`src/rtl/pkt_size_meter_pkg.sv`:
```
// Shared types and constants for the packet size meter.
// Record layout below matches the default flow/size widths of the top level.
package definitions_mtr;

  typedef enum logic {
    IDLE_MTR = 1'b0,
    ACC_MTR  = 1'b1
  } states_mtr;

  localparam int CNT_WIDTH      = 16;
  localparam int REC_A_WIDTH    = 10;
  localparam int REC_SIZE_WIDTH = 15;

  typedef struct packed {
    logic [REC_A_WIDTH-1:0]    flow;
    logic [REC_SIZE_WIDTH-1:0] size;
    logic                      sat;
  } mtr_rec_t;

endpackage

```
`src/rtl/pkt_size_meter_sat_cnt.sv`:
```
// Saturating up-counter with asynchronous active-low clear.
module sat_cnt #(
  parameter int WIDTH = 16
) (
  input  logic             clk_i,
  input  logic             rst_n_i,
  input  logic             inc_i,
  output logic [WIDTH-1:0] cnt_o
);

  logic [WIDTH-1:0] r_cnt;

  always_ff @(posedge clk_i or negedge rst_n_i) begin
    if (!rst_n_i) begin
      r_cnt <= '0;
    end else if (inc_i && (r_cnt != {WIDTH{1'b1}})) begin
      r_cnt <= r_cnt + WIDTH'(1);
    end
  end

  assign cnt_o = r_cnt;

endmodule

```
`src/rtl/pkt_size_meter.sv`:
```
// Measures packet byte length sop..eop and emits one {flow, size, sat} record per packet.
// Optional drop/error statistics are built when PKT_METER_STATS_EN is defined.
module pkt_size_meter
  import definitions_mtr::*;
#(
  parameter int A_WIDTH        = REC_A_WIDTH,
  parameter int SIZE_WIDTH     = REC_SIZE_WIDTH,
  parameter int BYTES_PER_WORD = 4,
  localparam int LB_WIDTH      = $clog2(BYTES_PER_WORD) + 1
) (
  input  logic                  clk_i,
  input  logic                  rst_n_i,
  input  logic                  rx_valid_i,
  input  logic                  rx_sop_i,
  input  logic                  rx_eop_i,
  input  logic [LB_WIDTH-1:0]   rx_last_bytes_i,
  input  logic [A_WIDTH-1:0]    rx_flow_num_i,
  output logic                  wr_valid_o,
  input  logic                  wr_ready_i,
  output logic [A_WIDTH-1:0]    flow_num_o,
  output logic [SIZE_WIDTH-1:0] pkt_size_o,
  output logic                  sat_o,
  output logic [15:0]           drop_cnt_o,
  output logic [15:0]           err_cnt_o
);

  localparam int SUM_W = SIZE_WIDTH + 1;
  localparam logic [SUM_W-1:0] BPW_SUM  = SUM_W'(BYTES_PER_WORD);
  localparam logic [SUM_W-1:0] SIZE_MAX = {1'b0, {SIZE_WIDTH{1'b1}}};

  typedef struct packed {
    logic [A_WIDTH-1:0]    flow;
    logic [SIZE_WIDTH-1:0] size;
    logic                  sat;
  } rec_t;

  states_mtr             r_state;
  states_mtr             w_state_nxt;
  logic [SIZE_WIDTH-1:0] r_acc;
  logic [SIZE_WIDTH-1:0] w_acc_nxt;
  logic                  r_acc_sat;
  logic                  w_acc_sat_nxt;
  logic [A_WIDTH-1:0]    r_flow;
  logic [A_WIDTH-1:0]    w_flow_nxt;
  logic                  w_commit;
  rec_t                  w_commit_rec;
  rec_t                  r_rec;
  logic                  r_wr_valid;
  logic                  w_load;

  // Size arithmetic is one bit wider than the result so overflow is visible.
  logic [SUM_W-1:0]      w_lb_sum;
  logic [SUM_W-1:0]      w_acc_plus_word;
  logic [SUM_W-1:0]      w_acc_plus_last;
  logic                  w_word_ovf;
  logic                  w_last_ovf;
  logic [SIZE_WIDTH-1:0] w_acc_word_clamped;
  logic [SIZE_WIDTH-1:0] w_acc_last_clamped;

  assign w_lb_sum        = (rx_last_bytes_i == '0) ? BPW_SUM : SUM_W'(rx_last_bytes_i);
  assign w_acc_plus_word = {1'b0, r_acc} + BPW_SUM;
  assign w_acc_plus_last = {1'b0, r_acc} + w_lb_sum;
  assign w_word_ovf      = (w_acc_plus_word > SIZE_MAX);
  assign w_last_ovf      = (w_acc_plus_last > SIZE_MAX);
  assign w_acc_word_clamped = w_word_ovf ? {SIZE_WIDTH{1'b1}} : w_acc_plus_word[SIZE_WIDTH-1:0];
  assign w_acc_last_clamped = w_last_ovf ? {SIZE_WIDTH{1'b1}} : w_acc_plus_last[SIZE_WIDTH-1:0];

  always_ff @(posedge clk_i or negedge rst_n_i) begin
    if (!rst_n_i) begin
      r_state <= IDLE_MTR;
    end else begin
      r_state <= w_state_nxt;
    end
  end

  // A sop is handled identically in both states; in ACC_MTR it silently
  // abandons the open packet.
  always_comb begin
    w_state_nxt   = r_state;
    w_acc_nxt     = r_acc;
    w_acc_sat_nxt = r_acc_sat;
    w_flow_nxt    = r_flow;
    w_commit      = 1'b0;
    w_commit_rec  = '0;
    if (rx_valid_i) begin
      if (rx_sop_i) begin
        if (rx_eop_i) begin
          w_commit          = 1'b1;
          w_commit_rec.flow = rx_flow_num_i;
          w_commit_rec.size = w_lb_sum[SIZE_WIDTH-1:0];
          w_commit_rec.sat  = 1'b0;
          w_state_nxt       = IDLE_MTR;
        end else begin
          w_acc_nxt     = BPW_SUM[SIZE_WIDTH-1:0];
          w_acc_sat_nxt = 1'b0;
          w_flow_nxt    = rx_flow_num_i;
          w_state_nxt   = ACC_MTR;
        end
      end else if (r_state == ACC_MTR) begin
        if (rx_eop_i) begin
          w_commit          = 1'b1;
          w_commit_rec.flow = r_flow;
          w_commit_rec.size = w_acc_last_clamped;
          w_commit_rec.sat  = r_acc_sat | w_last_ovf;
          w_state_nxt       = IDLE_MTR;
        end else begin
          w_acc_nxt     = w_acc_word_clamped;
          w_acc_sat_nxt = r_acc_sat | w_word_ovf;
        end
      end
    end
  end

  always_ff @(posedge clk_i or negedge rst_n_i) begin
    if (!rst_n_i) begin
      r_acc     <= '0;
      r_acc_sat <= 1'b0;
      r_flow    <= '0;
    end else begin
      r_acc     <= w_acc_nxt;
      r_acc_sat <= w_acc_sat_nxt;
      r_flow    <= w_flow_nxt;
    end
  end

  // Output handshake: valid/data are registered and held until a cycle with
  // valid and ready both high; a new record may replace the one leaving in
  // that same cycle. Valid never depends combinationally on ready.
  assign w_load = w_commit & (~r_wr_valid | wr_ready_i);

  always_ff @(posedge clk_i or negedge rst_n_i) begin
    if (!rst_n_i) begin
      r_wr_valid <= 1'b0;
      r_rec      <= '0;
    end else if (w_load) begin
      r_wr_valid <= 1'b1;
      r_rec      <= w_commit_rec;
    end else if (r_wr_valid && wr_ready_i) begin
      r_wr_valid <= 1'b0;
    end
  end

  assign wr_valid_o = r_wr_valid;
  assign flow_num_o = r_rec.flow;
  assign pkt_size_o = r_rec.size;
  assign sat_o      = r_rec.sat;

`ifdef PKT_METER_STATS_EN
  logic w_drop;
  logic w_err;

  assign w_drop = w_commit & ~w_load;
  assign w_err  = rx_valid_i & (rx_sop_i ? (r_state == ACC_MTR) : (r_state == IDLE_MTR));

  sat_cnt #(.WIDTH(CNT_WIDTH)) u_drop_cnt (
    .clk_i   (clk_i),
    .rst_n_i (rst_n_i),
    .inc_i   (w_drop),
    .cnt_o   (drop_cnt_o)
  );

  sat_cnt #(.WIDTH(CNT_WIDTH)) u_err_cnt (
    .clk_i   (clk_i),
    .rst_n_i (rst_n_i),
    .inc_i   (w_err),
    .cnt_o   (err_cnt_o)
  );
`else
  assign drop_cnt_o = '0;
  assign err_cnt_o  = '0;
`endif

endmodule

```
`config.mk`:
```
export PLATFORM = sky130hd
export DESIGN_NAME = pkt_size_meter
export DESIGN_NICKNAME = d
export VERILOG_FILES = /design/src/rtl/pkt_size_meter_pkg.sv /design/src/rtl/pkt_size_meter_sat_cnt.sv /design/src/rtl/pkt_size_meter.sv
export SDC_FILE = /design/constraint.sdc
export NUM_CORES = 1
export LEC_CHECK = 0
export BUFFER_PORTS_ARGS = -buffer_cell sky130_fd_sc_hd__buf_2
export CAP_MARGIN = 20
export CORE_ASPECT_RATIO = 1.4
export CORE_MARGIN = 2
export CORE_UTILIZATION = 53
export DETAILED_ROUTE_END_ITERATION = 6
export GPL_ROUTABILITY_DRIVEN = 0
export PLACE_DENSITY = 0.8
export SLEW_MARGIN = 10
export SYNTH_ARGS = -nofsm -noshare
export SYNTH_HDL_FRONTEND = slang
export SYNTH_HIERARCHICAL = 1
export SYNTH_SLANG_ARGS = --single-unit
```
`constraint.sdc`:
```
create_clock -name clk_i -period 2.35 [get_ports clk_i]
set_input_delay 0.1175 -clock clk_i [delete_from_list [all_inputs] [get_ports clk_i]]
set_output_delay 0.1175 -clock clk_i [all_outputs]
set_load 0.05 [all_outputs]
```
==> results of run 1 <==
registers in the layout, summed over array words and instances (netlist names):
register	cells
r_state	1
sat_o	1
flow_num_o	10
r_acc_sat	1
r_flow	10
r_acc	14
wr_valid_o	1
pkt_size_o	15
layout by cell type, fill, tap and decap left out, types with 2 or more instances in the layout:
| master | Yosys | routed |
|---|---|---|
| a21o_1 | 3 | 3 |
| dfrtp_1 | 53 | 53 |
| nor3_1 | 6 | 6 |
| o211ai_1 | 4 | 4 |
| xnor2_1 | 6 | 6 |
| nand3_1 | 7 | 7 |
| o21a_1 | 2 | 2 |
| a31oi_1 | 4 | 4 |
| a22o_1 | 12 | 12 |
| ha_1 | 5 | 5 |
| and2_1 | 2 | 2 |
| nand2_1 | 47 | 47 |
| conb_1 | 1 | 32 |
| nor2b_1 | 3 | 3 |
| nor4_1 | 2 | 2 |
| o21ai_1 | 5 | 5 |
| mux2i_1 | 10 | 10 |
| inv_1 | 4 | 4 |
| nand2b_1 | 3 | 3 |
| o31ai_1 | 5 | 5 |
| o21ai_0 | 34 | 34 |
| clkbuf_8 | 0 | 6 |
| or3_1 | 3 | 3 |
| buf_2 | 6 | 45 |
| xor2_1 | 4 | 4 |
| mux2_2 | 10 | 10 |
| a21oi_1 | 5 | 5 |
| nor2_1 | 8 | 8 |
| nand4_1 | 3 | 3 |
final cells by class:
class	instances	area (µm²)
Clock buffer	7	86.3
Clock inverter	1	30.0
Fill cell	470	2210
Inverter	4	15.0
Multi-Input combinational cell	236	1430
Sequential cell	53	1330
Tap cell	68	85.1
Timing Repair Buffer	48	263
where the power goes:
part           switching, mW  internal [mW]  total [mW]  leakage (nW)
combinational          0.542          0.175       0.716         0.825
clock                  0.276          0.347       0.623        0.0585
sequential            0.0789           1.02        1.10         0.692
layer usage:
layer  track usage  vias to the layer above  share of wire
met1         0.230                     1095           0.39
met2         0.379                       70           0.53
met4         0.109                        0          0.036
met5             0                        -              0
met3        0.0304                       20          0.039
li1              -                     1100              -
repair_timing:
item                                   CTS  global route
resized for setup                        0             0
endpoints found under the hold margin   53             0
setup buffers                            0             0
hold buffers                             1             0
cells by family (layout without fill, tap and decap cells):
logic type	Yosys count	count (layout)	synth area share
buffers and inverters	53	60	0.112
adder cells (fa/ha/maj)	6	6	0.0278
flip-flops	53	53	0.447
AND/OR/NAND/NOR	90	90	0.147
XOR/XNOR	10	10	0.0295
AO/OA/AOI/OAI	78	78	0.164
other	1	32	0.00126
multiplexers	20	20	0.0717
how the worst max path moves through the flow:
stage / startpoint / end / slack (ns) / cells after the start
3_3_place_gp: r_acc[8]$_DFFE_PN0P_ / r_acc[0]$_DFFE_PN0P_ / 0.40 / 5
4_1_cts: r_acc[0]$_DFFE_PN0P_ / sat_o$_DFFE_PN0P_ / 0.29 / 6
6_report: r_acc[8]$_DFFE_PN0P_ / r_acc[0]$_DFFE_PN0P_ / 0.27 / 5
5_1_grt: r_acc[8]$_DFFE_PN0P_ / r_acc[0]$_DFFE_PN0P_ / 0.15 / 5
2_1_floorplan: r_acc[0]$_DFFE_PN0P_ / pkt_size_o[2]$_DFFE_PN0P_ / 0.47 / 7
3_5_place_dp: r_acc[0]$_DFFE_PN0P_ / sat_o$_DFFE_PN0P_ / 0.32 / 6
stage by stage:
step | hold slack, ns | instance area [µm²] | total power, mW | setup slack (ns) | util
4_1_cts | 0.0363 | 3230 | 2.45 | 0.285 | 0.594
3_5_place_dp | 0.131 | 3110 | 1.84 | 0.323 | 0.570
5_1_grt | 0.0645 | 3230 | 2.55 | 0.153 | 0.594
2_1_floorplan | -0.178 | 3080 | 1.70 | 0.474 | -
3_3_place_gp | 0.132 | 3110 | 1.81 | 0.396 | 0.570
6_report | 0.0363 | 3230 | 2.44 | 0.274 | 0.594
==> impl_metrics.ini, run 1 <==
[clocking]
cts_max_path_buffers = 2
htreeDepth = 2
tritoncts = done
clock_latency_ns = 0.30
cts.sinks = 53
clk_pin_slew_ns = 0.09
cts_buffers = 5
cts_root_buf = clkbuf_8

[timing]
tightest_slew_ns = 0.684
skew_ns = 0.00469
slew_violations = 0
hold_viol_final = 0
rsz0062_at_grt = no
slew_headroom = 0.539
period_minus_slack_ns = 2.08
fin_crit_sh = 0.883
max_freq_ghz = 0.482
setup_viol = 0
tns_ns = 0

[synth]
synth_cells = 311
ys_ff_latch = 53
ys_async_sr_fraction = 1.00
synth_top_area_frac = 0.447
seq_area_frac_synth = 0.447
yosysTopAreaCell = dfrtp_1
synth_common_cells = dfrtp_1 (53), nand2_1 (47), o21ai_0 (34), buf_4 (33), a22o_1 (12)
synth_area_um2 = 2970
yosys_warnings = 6
avgSynthCellArea_um2 = 9.54
synth-edff-count = 0
synthFlopType = dfrtp_1
synthMostInstantiatedCell = dfrtp_1
synth_area_leaders = dfrtp_1 (45%), buf_4 (8.3%), nand2_1 (5.9%)
synth.distinct_cells = 42

[worst_setup_path]
cp.arrival_ns = 2.32
slowest_delay_ns = 0.52
worstReg2RegEnd = r_acc[0]$_DFFE_PN0P_
startpoint_type = flop
crit_chain = nand4_2, nor4_2, nand2_1, nor2_1, o21a_1
reg2reg_slack_ns = 0.27
timing.rr.start = r_acc[8]$_DFFE_PN0P_
crit_path_top_delay_cell = dfrtp_1
crit_required_ns = 2.59
crit_buf_inv = 0
critPathKind = reg2reg
reg2reg_depth = 5
cp_max_fo = 11
cpLargestDelayFamily = simple AND/OR/NAND/NOR gates
worstSetupEndpointType = flop

[grt]
grt_pass1_wl_mm = 9.85
grt_util_all_layers = 0.210
grt_overflow = 0
grt_pass1_vias = 2193
antenna_found_initial = 0
grt_max_degree = 54

[worst_hold_path]
hold_start = rx_valid_i
worst_hold_path.endpoint = r_state$_DFFE_PN0P_
holdPathStages = 2
hold_path.class = in2reg

[placed_design]
numPortBuffers = 45
dp_cells = 408
hpwlAfterDp_mm = 4.59

[routing]
remaining_drc_errors = 0
drt_wl_total_mm = 6.19
vias = 2285
drt_iter0_markers = 127
ant_nets = 0
post_drt_wl_per_cell_um = 14.9
via_per_inst = 5.48
dr.pass1.iters = 4

[finish]
antenna_cells = 0
syn_to_final_growth_pct = 8.90
stdcell_count = 417
drive_gt1_frac = 0.198
nets = 373

[floorplan]
pin_count = 78
num_rows = 32
fp.dieW_um = 67.2
die_y_um = 92.5
die_area_um2 = 6220
core-area_um2 = 5450
start_util = 0.545

[power]
power_density_nw_per_um2 = 755
ir_drop_uv = 277
leakagePower_nw = 1.58

[flow_run]
maxCapViolations = 0

[outcome]
status = complete, no violations
(Power assumes the default switching activity.)
==> run 2, diff against run 1 <==
Settings changed: GPL_TIMING_DRIVEN set to 0.
==> run 2 against run 1 <==
Clock skew up 0.0038 ns. Highest routed layer unchanged. First-iteration DRC count up 25%. Global-route usage up 1.7 points. Total power down 1.8%.
==> impl_metrics.ini, run 2 (synthesized netlist as in run 1, its figures left out) <==
[floorplan]
start_util = 0.545
num_rows = 32
pin_count = 78
core-area_um2 = 5450
die_area_um2 = 6220
fp.dieW_um = 67.2
die_y_um = 92.5

[grt]
grt_util_all_layers = 0.227
antenna_found_initial = 0
grt_max_degree = 30
grt_pass1_vias = 2418
grt_overflow = 0
grt_pass1_wl_mm = 10.8

[worst_setup_path]
crit_required_ns = 2.55
reg2reg_slack_ns = 0.17
crit_start = r_acc[0]$_DFFE_PN0P_
crit_chain = ha_1, a211oi_1, nor2_1, and2_1, buf_4, nor3_1, o31ai_1
timing.rr.start = r_acc[0]$_DFFE_PN0P_
cp.arrival_ns = 2.38
critPathKind = reg2reg
crit_path_top_delay_cell = a211oi_1
cp_max_fo = 8
reg2reg_depth = 7
endpoint = pkt_size_o[2]$_DFFE_PN0P_
worstSetupEndpointType = flop
slowest_delay_ns = 0.51
worstReg2RegEnd = pkt_size_o[2]$_DFFE_PN0P_
startpoint_type = flop

[clocking]
tritoncts = done
cts_buffers = 5
clk_pin_slew_ns = 0.10
post_cts_buffers = 0
htreeDepth = 2
cts_root_buf = clkbuf_8
clock_latency_ns = 0.32
cts_max_path_buffers = 2
cts.sinks = 53

[routing]
ant_nets = 0
via_per_inst = 5.29
vias = 2454
dr.pass1.iters = 5
post_drt_wl_per_cell_um = 13.6
remaining_drc_errors = 0
drt_wl_total_mm = 6.33
drt_iter0_markers = 159

[worst_hold_path]
hold_start = rx_valid_i
hold_path.class = in2reg

[timing]
finalWorstSetupSlack_ns = 0.170
period_minus_slack_ns = 2.18
whs_ns = 0.0223
hold_viol_final = 0
tightest_slew_ns = 0.694
slew_violations = 0
setup_viol = 0
max_freq_ghz = 0.459
rsz0062_at_grt = no
skew_ns = 0.00854
fin_crit_sh = 0.928
tns_ns = 0
slew_headroom = 0.533

[finish]
syn_to_final_growth_pct = 18.8
antenna_cells = 0
drive_gt1_frac = 0.273
layout_commonest_cell = dfrtp_1
layout_common_cells = dfrtp_1 (53), buf_2 (50), nand2_1 (47)
fillCellCount = 470
nets = 420
largest_register_ffs = 15

[power]
ir_drop_uv = 289
leakagePower_nw = 1.79
power_density_nw_per_um2 = 679

[placed_design]
hpwlAfterDp_mm = 4.95
numPortBuffers = 44
post-place-ws_ns = 0.239

[outcome]
status = complete, no violations

[flow_run]
maxCapViolations = 0
## run 2: cell types whose count changed in the layout (fill, tap and decap cells not counted), sizes merged
| cell | previous run | this run |
|---|---|---|
| clkinvlp | 0 | 1 |
| buf | 47 | 84 |
| clkbuf | 7 | 15 |
| clkinv | 0 | 1 |
| bufinv | 1 | 0 |
| inv | 4 | 5 |
## run 2: per-layer routing
metal	GRT usage	routed length, µm	vias up
met4	0.0901	115	0
met3	0.0328	258	9
li1	-	-	1192
met1	0.265	2510	1187
met5	0	0	-
met2	0.406	3440	66
## run 2: per-stage QoR
step	utilization	instances	area, µm²	total power, mW
6_report	0.648	464	3530	2.40
3_3_place_gp	0.622	454	3390	1.86
4_1_cts	0.646	464	3520	2.41
2_1_floorplan	-	342	3080	1.70
5_1_grt	0.648	464	3530	2.53
3_5_place_dp	0.628	455	3420	1.89
## run 2: worst min path at each step
| stage | to | depth (start not counted) |
|---|---|---|
| 6_report | r_state$_DFFE_PN0P_ | 2 |
| 5_1_grt | r_flow[2]$_DFFE_PN0P_ | 2 |
| 4_1_cts | r_state$_DFFE_PN0P_ | 2 |
| 3_5_place_dp | flow_num_o[2]$_DFFE_PN0P_ | 1 |
| 3_3_place_gp | r_state$_DFFE_PN0P_ | 2 |
| 2_1_floorplan | flow_num_o[0]$_DFFE_PN0P_ | 0 |
## run 2: power breakdown
group          internal [mW]  switching [mW]  leakage, nW
sequential              1.02          0.0807        0.692
clock                  0.212           0.314       0.0445
combinational          0.215           0.552         1.06
## run 2: critical path, delay by kind of cell, from the launching register on
kind	cells	cell delay, ns
buffers and inverters	1	0.15
adders and majority gates	1	0.30
DFF	1	0.45
and+or+nand+nor	3	0.57
AOI/OAI and AO/OA	2	0.60
## run 2: timing repair
action,in CTS,in global routing
setup endpoints to repair,0,2
endpoints found under the hold margin,28,0
hold buffers,1,0
gates resized for setup,0,1
## run 2: layout make-up
type,count,area [µm²],area share
clock buffer,5,68.8,0.0195
multi-input combinational,236,1440,0.407
timing repair buffer,46,258,0.0731
inverter,4,15.0,0.00426
buffer,49,317,0.0898
sequential,53,1330,0.376
clock inverter,3,21.3,0.00603
tap,68,85.1,0.0241
==> run 3, diff against run 2 <==
Settings changed: PLACE_DENSITY 0.8 to 0.77.
==> run 3 against run 2 <==
Sequential cell count unchanged. Design area is 0.28% lower. Critical path depth unchanged. Maximum frequency increased by 2.2%. Clock-buffer cell count increased by 1. Global-route usage is 0.36 points lower. Critical endpoint unchanged. Largest power group unchanged. Highest routed layer unchanged.
==> impl_metrics.ini, run 3 (synthesized netlist as in run 1, its figures left out) <==
[finish]
nets = 420
stdcell_count = 464
syn_to_final_growth_pct = 18.5
drive_gt1_frac = 0.270
final_util = 0.646
layout_commonest_cell = dfrtp_1
layout_common_cells = dfrtp_1 (53), buf_2 (50), nand2_1 (47)
antenna_cells = 0
final_area_um2 = 3520
largest_register_ffs = 15

[timing]
finalWorstSetupSlack_ns = 0.217
slew_headroom = 0.469
period_minus_slack_ns = 2.13
setup_viol = 0
whs_ns = 0.0278
hold_viol_final = 0
fin_crit_sh = 0.908
tightest_slew_ns = 0.788
rsz0062_at_grt = no
skew_ns = 0.00834
tns_ns = 0
slew_violations = 0
max_freq_ghz = 0.469

[power]
clockPowerShare = 0.213
p_int_mw = 1.45
power_density_nw_per_um2 = 675
ir_drop_uv = 270
leakagePower_nw = 1.78
switchingPower_uw = 927
sequentialPowerShare = 0.464
finalPower_mw = 2.37
switching_share = 0.391
pwr-share-comb = 0.323

[floorplan]
num_rows = 32
pin_count = 78
core-area_um2 = 5450
start_util = 0.545
fp.dieW_um = 67.2
die_y_um = 92.5
die_area_um2 = 6220

[worst_setup_path]
cp_max_fo = 8
critPathKind = reg2reg
startpoint_type = flop
crit_required_ns = 2.53
worstSetupEndpointType = flop
reg2reg_depth = 7
cp.arrival_ns = 2.31

[grt]
grt_util_all_layers = 0.224
antenna_found_initial = 0
grt_overflow = 0
grt_util_met1 = 0.260
busiest_layer = met2
met3_usage = 0.0437
grtUsageMet2 = 0.389
grt_max_degree = 31
grt_pass1_wl_mm = 10.6
grt_pass1_vias = 2364

[flow_run]
maxCapViolations = 0

[clocking]
htreeDepth = 2
cts_max_path_buffers = 2
clk_pin_slew_ns = 0.09
cts_buffers = 5
cts.sinks = 53
clock_latency_ns = 0.31
tritoncts = done
cts_root_buf = clkbuf_8

[routing]
vias = 2429
post_drt_wl_per_cell_um = 13.7
drt_iter0_markers = 160
via_per_inst = 5.23
drt_wl_total_mm = 6.35
remaining_drc_errors = 0
ant_nets = 0
dr.pass1.iters = 4

[outcome]
status = complete, no violations

[placed_design]
dpl-instance-area_um2 = 3410
dp_cells = 455
numPortBuffers = 44
hpwlAfterDp_mm = 4.88
post-place-ws_ns = 0.271

[worst_hold_path]
hold_path.class = in2reg
holdPathStages = 2
## run 3: changes by cell type in the layout (fill, tap and decap cells not counted), sizes merged
cell      change
clkinvlp      +1
clkinv        -1
inv           -1
clkbuf        +1
## run 3: layout make-up
type,count,area [µm²]
multi-input cells,236,1440
repair buffers,46,250
flip-flops and latches,53,1330
clock inverters,2,15.0
plain buffers,49,317
fillers,468,1930
well taps,68,85.1
inverters,4,15.0
clock buffers,6,72.6
## run 3: path summary, 6_finish.rpt
| kind | from | end | slack [ns] |
|---|---|---|---|
| setup reg to reg | r_acc[0]$_DFFE_PN0P_ | pkt_size_o[2]$_DFFE_PN0P_ | 0.22 |
| max in group asynchronous | rst_n_i | pkt_size_o[14]$_DFFE_PN0P_ | 1.45 |
| setup / recovery | r_acc[0]$_DFFE_PN0P_ | pkt_size_o[2]$_DFFE_PN0P_ | 0.22 |
| hold / removal | rx_valid_i | r_state$_DFFE_PN0P_ | 0.03 |
| min in group asynchronous | rst_n_i | r_flow[6]$_DFFE_PN0P_ | 0.34 |
| hold reg to reg | pkt_size_o[6]$_DFFE_PN0P_ | pkt_size_o[6]$_DFFE_PN0P_ | 0.46 |
## run 3: metal layers
layer	wire, µm	part of all wire	vias up
met2	3340	0.53	85
met1	2550	0.40	1139
met4	155	0.024	0
li1	-	-	1190
met3	303	0.048	15
met5	0	0	-
## run 3: critical path, cell delays in order (launching register included)
cell      delay (ns)
dfrtp_1         0.45
ha_1            0.29
a211oi_1        0.47
nor2_1          0.18
and2_1          0.19
buf_4           0.15
nor3_1          0.18
o31ai_1         0.10
## run 3: timing repair
action / 4_1_cts / 5_1_grt
gates resized for setup: 0 / 1
endpoints found under the hold margin: 23 / 0
buffers inserted: 0 / 0
setup endpoints to repair: 0 / 7
hold buffers: 1 / 0
## run 3: power groups by stage
stage | Sequential, mW | Combinational (mW) | Clock (mW)
2_1_floorplan | 1.33 | 0.375 | 0
3_3_place_gp | 1.11 | 0.746 | 0
3_5_place_dp | 1.12 | 0.766 | 0
4_1_cts | 1.10 | 0.768 | 0.522
5_1_grt | 1.12 | 0.825 | 0.567
6_report | 1.10 | 0.765 | 0.507
